### config.mk
export PLATFORM = sky130hd
export DESIGN_NAME = multicycle_controller
export DESIGN_NICKNAME = d
export VERILOG_FILES = /design/src/rtl/multicycle_controller.sv
export SDC_FILE = /design/constraint.sdc
export NUM_CORES = 1
export LEC_CHECK = 0
export ABC_AREA = 1
export BUFFER_PORTS_ARGS = -buffer_cell sky130_fd_sc_hd__buf_2
export CAP_MARGIN = 20
export CORE_ASPECT_RATIO = 0.9
export CORE_MARGIN = 3
export CORE_UTILIZATION = 45
export CTS_BUF_LIST = sky130_fd_sc_hd__clkbuf_4
export DETAILED_ROUTE_END_ITERATION = 8
export HOLD_SLACK_MARGIN = 0.03
export PLACE_DENSITY_LB_ADDON = 0.12
export SETUP_SLACK_MARGIN = 0.2
export SYNTH_ARGS = -nofsm -noshare
export SYNTH_HDL_FRONTEND = slang
export SYNTH_SLANG_ARGS = --single-unit
### constraint.sdc
create_clock -name clk -period 2.89 [get_ports clk]
set_input_delay 0.4335 -clock clk [delete_from_list [all_inputs] [get_ports clk]]
set_output_delay 0.4335 -clock clk [all_outputs]
set_load 0.03 [all_outputs]
### src/rtl/multicycle_controller.sv
// -----------------------------------------------------------------------------
// multicycle_controller
//
// Moore control FSM for a shared-memory multicycle MIPS datapath. One memory
// port serves both instruction fetch and data access, and one ALU computes the
// PC increment, the branch target and the execute result. Each instruction
// steps through fetch, decode, execute, memory and writeback as needed. FETCH,
// MEMRD and MEMWR wait on a memory-ready handshake. Retired instructions are
// counted.
//
// Supported instructions: sll, srl, jr, other R-type, addi, addiu, lw, sw,
// beq and j.
//
// Parameters
//   CNT_W            width of the retired-instruction counter
//   HALT_ON_ILLEGAL  1: park in HALT on an unsupported opcode
//                    0: skip that instruction and fetch the next one
//
// Ports
//   clk         rising-edge clock
//   reset       asynchronous, active-high reset
//   opcode      instruction register [31:26]
//   funct       instruction register [5:0]
//   zero        ALU zero flag
//   mem_ready   memory finishes the current read or write this cycle
//   iord        memory address select (0 = PC, 1 = ALUOut)
//   memread     memory read strobe
//   memwrite    memory write strobe
//   irwrite     instruction register load
//   regdest     destination register (1 = rd, 0 = rt)
//   memtoreg    writeback data (1 = MDR, 0 = ALUOut)
//   regwrite    register file write
//   alusrcA     ALU A (0 = PC, 1 = reg A, 2 = shamt)
//   alusrcB     ALU B (0 = reg B, 1 = 4, 2 = sext imm, 3 = sext imm << 2)
//   aluop       0 = add, 1 = sub, 2 = decode from funct
//   pcsrc       next PC (0 = ALU, 1 = ALUOut, 2 = jump target, 3 = reg A)
//   pcen        PC write enable
//   instr_done  pulse in the final cycle of each retired instruction
//   retired     retired-instruction count, wraps modulo 2^CNT_W
//   illegal     sticky flag, set when an unsupported opcode is decoded
// -----------------------------------------------------------------------------
module multicycle_controller #(
  parameter int CNT_W           = 32,
  parameter bit HALT_ON_ILLEGAL = 1'b0
) (
  input  logic             clk,
  input  logic             reset,
  input  logic [5:0]       opcode,
  input  logic [5:0]       funct,
  input  logic             zero,
  input  logic             mem_ready,
  output logic             iord,
  output logic             memread,
  output logic             memwrite,
  output logic             irwrite,
  output logic             regdest,
  output logic             memtoreg,
  output logic             regwrite,
  output logic [1:0]       alusrcA,
  output logic [1:0]       alusrcB,
  output logic [1:0]       aluop,
  output logic [1:0]       pcsrc,
  output logic             pcen,
  output logic             instr_done,
  output logic [CNT_W-1:0] retired,
  output logic             illegal
);

  localparam logic [5:0] OP_RTYPE = 6'h00;
  localparam logic [5:0] OP_J     = 6'h02;
  localparam logic [5:0] OP_BEQ   = 6'h04;
  localparam logic [5:0] OP_ADDI  = 6'h08;
  localparam logic [5:0] OP_ADDIU = 6'h09;
  localparam logic [5:0] OP_LW    = 6'h23;
  localparam logic [5:0] OP_SW    = 6'h2B;

  localparam logic [5:0] FN_SLL   = 6'h00;
  localparam logic [5:0] FN_SRL   = 6'h02;
  localparam logic [5:0] FN_JR    = 6'h08;

  typedef enum logic [3:0] {
    FETCH  = 4'd0,
    DECODE = 4'd1,
    MEMADR = 4'd2,
    MEMRD  = 4'd3,
    MEMWB  = 4'd4,
    MEMWR  = 4'd5,
    REX    = 4'd6,
    RWB    = 4'd7,
    IEX    = 4'd8,
    IWB    = 4'd9,
    BEQ    = 4'd10,
    JMP    = 4'd11,
    JR     = 4'd12,
    HALT   = 4'd13
  } state_t;

  state_t           state_q, state_d;
  state_t           out_state_s;
  logic [CNT_W-1:0] retired_q, retired_d;
  logic             illegal_q, illegal_d;

  // Next-state, sticky illegal flag and retire counter
  always_comb begin
    state_d   = state_q;
    illegal_d = illegal_q;
    retired_d = retired_q + {{(CNT_W-1){1'b0}}, instr_done};
    case (state_q)
      FETCH: begin
        if (mem_ready) state_d = DECODE;
        else           state_d = FETCH;
      end
      DECODE: begin
        case (opcode)
          OP_LW, OP_SW:      state_d = MEMADR;
          OP_RTYPE: begin
            if (funct == FN_JR) state_d = JR;
            else                state_d = REX;
          end
          OP_ADDI, OP_ADDIU: state_d = IEX;
          OP_BEQ:            state_d = BEQ;
          OP_J:              state_d = JMP;
          default: begin
            illegal_d = 1'b1;
            if (HALT_ON_ILLEGAL) state_d = HALT;
            else                 state_d = FETCH;
          end
        endcase
      end
      // The instruction register still holds the opcode, so lw/sw split here
      MEMADR: begin
        if (opcode == OP_LW) state_d = MEMRD;
        else                 state_d = MEMWR;
      end
      MEMRD: begin
        if (mem_ready) state_d = MEMWB;
        else           state_d = MEMRD;
      end
      MEMWR: begin
        if (mem_ready) state_d = FETCH;
        else           state_d = MEMWR;
      end
      REX:  state_d = RWB;
      IEX:  state_d = IWB;
      MEMWB, RWB, IWB, BEQ, JMP, JR: state_d = FETCH;
      HALT: state_d = HALT;
      default: state_d = FETCH;
    endcase
  end

  // State, counter and flag registers
  always_ff @(posedge clk or posedge reset) begin
    if (reset) begin
      state_q   <= FETCH;
      retired_q <= {CNT_W{1'b0}};
      illegal_q <= 1'b0;
    end else begin
      state_q   <= state_d;
      retired_q <= retired_d;
      illegal_q <= illegal_d;
    end
  end

  // While reset is high the decode sees HALT, whose outputs are all zero,
  // so every strobe is forced low without a separate gating path.
  assign out_state_s = reset ? HALT : state_q;

  // Output decode from the state register (plus mem_ready/zero exceptions)
  always_comb begin
    iord       = 1'b0;
    memread    = 1'b0;
    memwrite   = 1'b0;
    irwrite    = 1'b0;
    regdest    = 1'b0;
    memtoreg   = 1'b0;
    regwrite   = 1'b0;
    alusrcA    = 2'd0;
    alusrcB    = 2'd0;
    aluop      = 2'd0;
    pcsrc      = 2'd0;
    pcen       = 1'b0;
    instr_done = 1'b0;
    case (out_state_s)
      FETCH: begin
        memread = 1'b1;
        alusrcB = 2'd1;
        irwrite = mem_ready;
        pcen    = mem_ready;
      end
      DECODE: begin
        alusrcB = 2'd3;
      end
      MEMADR, IEX: begin
        alusrcA = 2'd1;
        alusrcB = 2'd2;
      end
      MEMRD: begin
        memread = 1'b1;
        iord    = 1'b1;
      end
      MEMWB: begin
        regwrite   = 1'b1;
        memtoreg   = 1'b1;
        instr_done = 1'b1;
      end
      MEMWR: begin
        memwrite   = 1'b1;
        iord       = 1'b1;
        instr_done = mem_ready;
      end
      REX: begin
        aluop = 2'd2;
        // Shifts take their A operand from the shamt field
        if ((funct == FN_SLL) || (funct == FN_SRL)) alusrcA = 2'd2;
        else                                        alusrcA = 2'd1;
      end
      RWB: begin
        regwrite   = 1'b1;
        regdest    = 1'b1;
        instr_done = 1'b1;
      end
      IWB: begin
        regwrite   = 1'b1;
        instr_done = 1'b1;
      end
      BEQ: begin
        alusrcA    = 2'd1;
        aluop      = 2'd1;
        pcsrc      = 2'd1;
        pcen       = zero;
        instr_done = 1'b1;
      end
      JMP: begin
        pcsrc      = 2'd2;
        pcen       = 1'b1;
        instr_done = 1'b1;
      end
      JR: begin
        pcsrc      = 2'd3;
        pcen       = 1'b1;
        instr_done = 1'b1;
      end
      HALT: begin
        pcen = 1'b0;
      end
      default: begin
        pcen = 1'b0;
      end
    endcase
  end

  assign retired = retired_q;
  assign illegal = illegal_q;

endmodule

==> metrics.yaml <==
root_buffer: "clkbuf_4"
powerDensity_nw_per_um2: 353
overflow: 0
fin_crit_ns: 2.27
drive_gt1_share_pct: 24.6
cp_data_arrival_time_ns: 2.52
yosysTopAreaCellShare_pct: 38.9
via_count: 2396
drtIter0Drc: 158
yosys-top-cells-area: "dfrtp_1, nand2_1, nor2_1, nand3b_1, inv_1"
r2r_cells: 14
hold_buffers: 0
post_cts_resized: 0
clk_path_buf_depth: 2
hold_path.class: "input port to async pin"
grt_util_all_layers_pct: 20.7
hold_ws_ns: 0.0490
synthTopCellsByCount: "nand2_1, nor2_1, dfrtp_1"
total_power_mw: 1.03
die-area_um2: 6200
avgViaCountPerCell: 4.95
relSlewSlack_pct: 78.9
ir_worst_vdd_mv: 0.281
status: "completed"
synthMostInstantiatedCell: "nand2_1"
dp.cells: 476
postCtsSetupBuffers: 0
drv_slew: 0
drc_errors: 0
synth_top_cell_by_area: "dfrtp_1"
timing.fmax_ghz: 0.441
io_pins: 66
rsz0062_at_grt: "false"
crit_path_end_kind: "register"
grt_pass1_vias: 2122
post-dp-hpwl_um: 4900
ant_nets: 0
worst_pin_slew_ns: 0.316
synthesis.nets: 362
setup_viol: 0
async_flop_share_pct: 100
wl_per_cell_um: 12.4
cts-buffers-inserted: 5
skew_ns: 0.0177
ys_warn_count: 0
syn_inst: 344
syn_avg_cell_area_um2: 6.92
path_class: "register to register"
insertion_delay_ns: 0.36
routed_wl_um: 6010
min_period_over_period_pct: 78.5
grt_pass1_wl_um: 9890
die_y_um: 75.0
p_leak_nw: 1.53
drt-pass1-iter-count: 4
ys_seq_area_share_pct: 38.9
r2r-end: "retired[23]"
antennaDiodeCount: 0
syn2layout_area_growth_pct: 22.8
crit_required_ns: 3.14
tritoncts: "yes"
final_hold_viol_count: 0
synth_edf_count: 0
crit_path_start_kind: "register"
synth_seq_cells: 37
reg2reg_setup_slack_ns: 0.62
critPathMaxFanout: 7
drv_cap: 0
cts_htree_levels: 2
grt_max_degree: 20
place.gp.congestion: 0.892
netlist_area_um2: 2380
die_w_um: 82.7
numPortBuffers: 65
antenna_found_initial: 0
ys.flop_type: "dfrtp_1"
start_util_pct: 47.7
num_rows: 24
clkTransAtPathRegs_ns: 0.11
clock-sinks: 37
fin_cells: 484
synth_cell_types: 23
nNetsFinal: 436
core-area_um2: 4980
regToRegStartpoint: "state_q[2]"
[worst max-delay path by stage]
stage / end / startpoint / depth (start not counted) / slack, ns
after floorplan: retired[16] / reset / 11 / -0.04
after global placement: retired[23] / reset / 13 / 0.59
after detailed placement: retired[23] / reset / 13 / 0.51
after CTS: retired[23] / state_q[2] / 14 / 0.62
after global routing: retired[28] / state_q[2] / 15 / 0.37
final: retired[23] / state_q[2] / 14 / 0.62
[metal layers]
metal  share of wire [%]  vias up  GRT usage [%]
li1                    -     1219              -
met1                  49     1106           30.4
met2                  44       63           30.4
met3                 5.4        8           4.43
met4                 1.4        0           6.72
met5                   0        -              0
[critical path, stage by stage (launching register included)]
cell,delay [ns]
dfrtp_1,0.44
inv_1,0.05
nor2_1,0.25
inv_1,0.16
nor2_4,0.12
nor2_1,0.06
nand4_1,0.09
ha_2,0.22
inv_1,0.07
nor2_4,0.20
nand2_4,0.08
nor2_4,0.20
nand3_1,0.10
nand2_1,0.07
nand2_1,0.05
[through the flow]
step                setup slack (ns)  setup TNS, ns  area (um^2)  utilization, %
floorplan                    -0.0365        -0.0824         2450               -
global placement               0.585              0         2870            57.6
detailed placement             0.511              0         2870            57.6
CTS                            0.621              0         2920            58.6
global route                   0.367              0         2920            58.6
finish                         0.621              0         2920            58.6
[cells by family (layout without fill, tap and decap cells)]
family | Yosys count | after routing | share of synthesized area (%)
fa+ha+maj | 2 | 2 | 1.05
xor+xnor | 15 | 15 | 5.52
simple gates | 248 | 248 | 47.0
buf+inv | 31 | 106 | 4.89
compound gates | 11 | 11 | 2.68
flops | 37 | 37 | 38.9
[registers in the layout, indices dropped and copies added (netlist names)]
register  count
state_q       4
illegal       1
retired      32
[report_power, final]
group / internal [mW] / switching (mW)
combinational: 0.0574 / 0.141
sequential: 0.539 / 0.0240
clock: 0.0881 / 0.182
total: 0.685 / 0.347
[cell type report]
cell class	instances	area (um^2)
fillers	505	2060
multi-input cells	276	1400
flip-flops and latches	37	926
repair buffers	67	340
inverters	31	123
well taps	65	81.3
clock buffers	5	37.5
clock inverters	3	12.5
[cell usage in the layout, fill, tap and decap left out]
| cell | instances |
|---|---|
| nand2_1 | 117 |
| nor2_1 | 67 |
| buf_2 | 65 |
| dfrtp_1 | 37 |
| inv_1 | 29 |
| nand3b_1 | 16 |
| nand3_1 | 15 |
| xor2_1 | 11 |
| nor2_4 | 10 |
| nand2_2 | 6 |
| nor2_2 | 6 |
| clkbuf_4 | 5 |
| nand4_1 | 4 |
| o21ai_0 | 4 |
| xnor2_1 | 4 |
| nand2_4 | 3 |
| a21oi_1 | 3 |
| nor3_1 | 2 |
| clkinv_1 | 2 |
| buf_4 | 2 |
| clkinvlp_4 | 1 |
| o21a_1 | 1 |
| inv_4 | 1 |
| nand3_4 | 1 |
| nor3b_1 | 1 |
| o21bai_1 | 1 |
| a21boi_0 | 1 |
| o22ai_1 | 1 |
| ha_4 | 1 |
| ha_2 | 1 |
| clkinv_2 | 1 |
No activity file was read; power rests on OpenSTA's default activity.
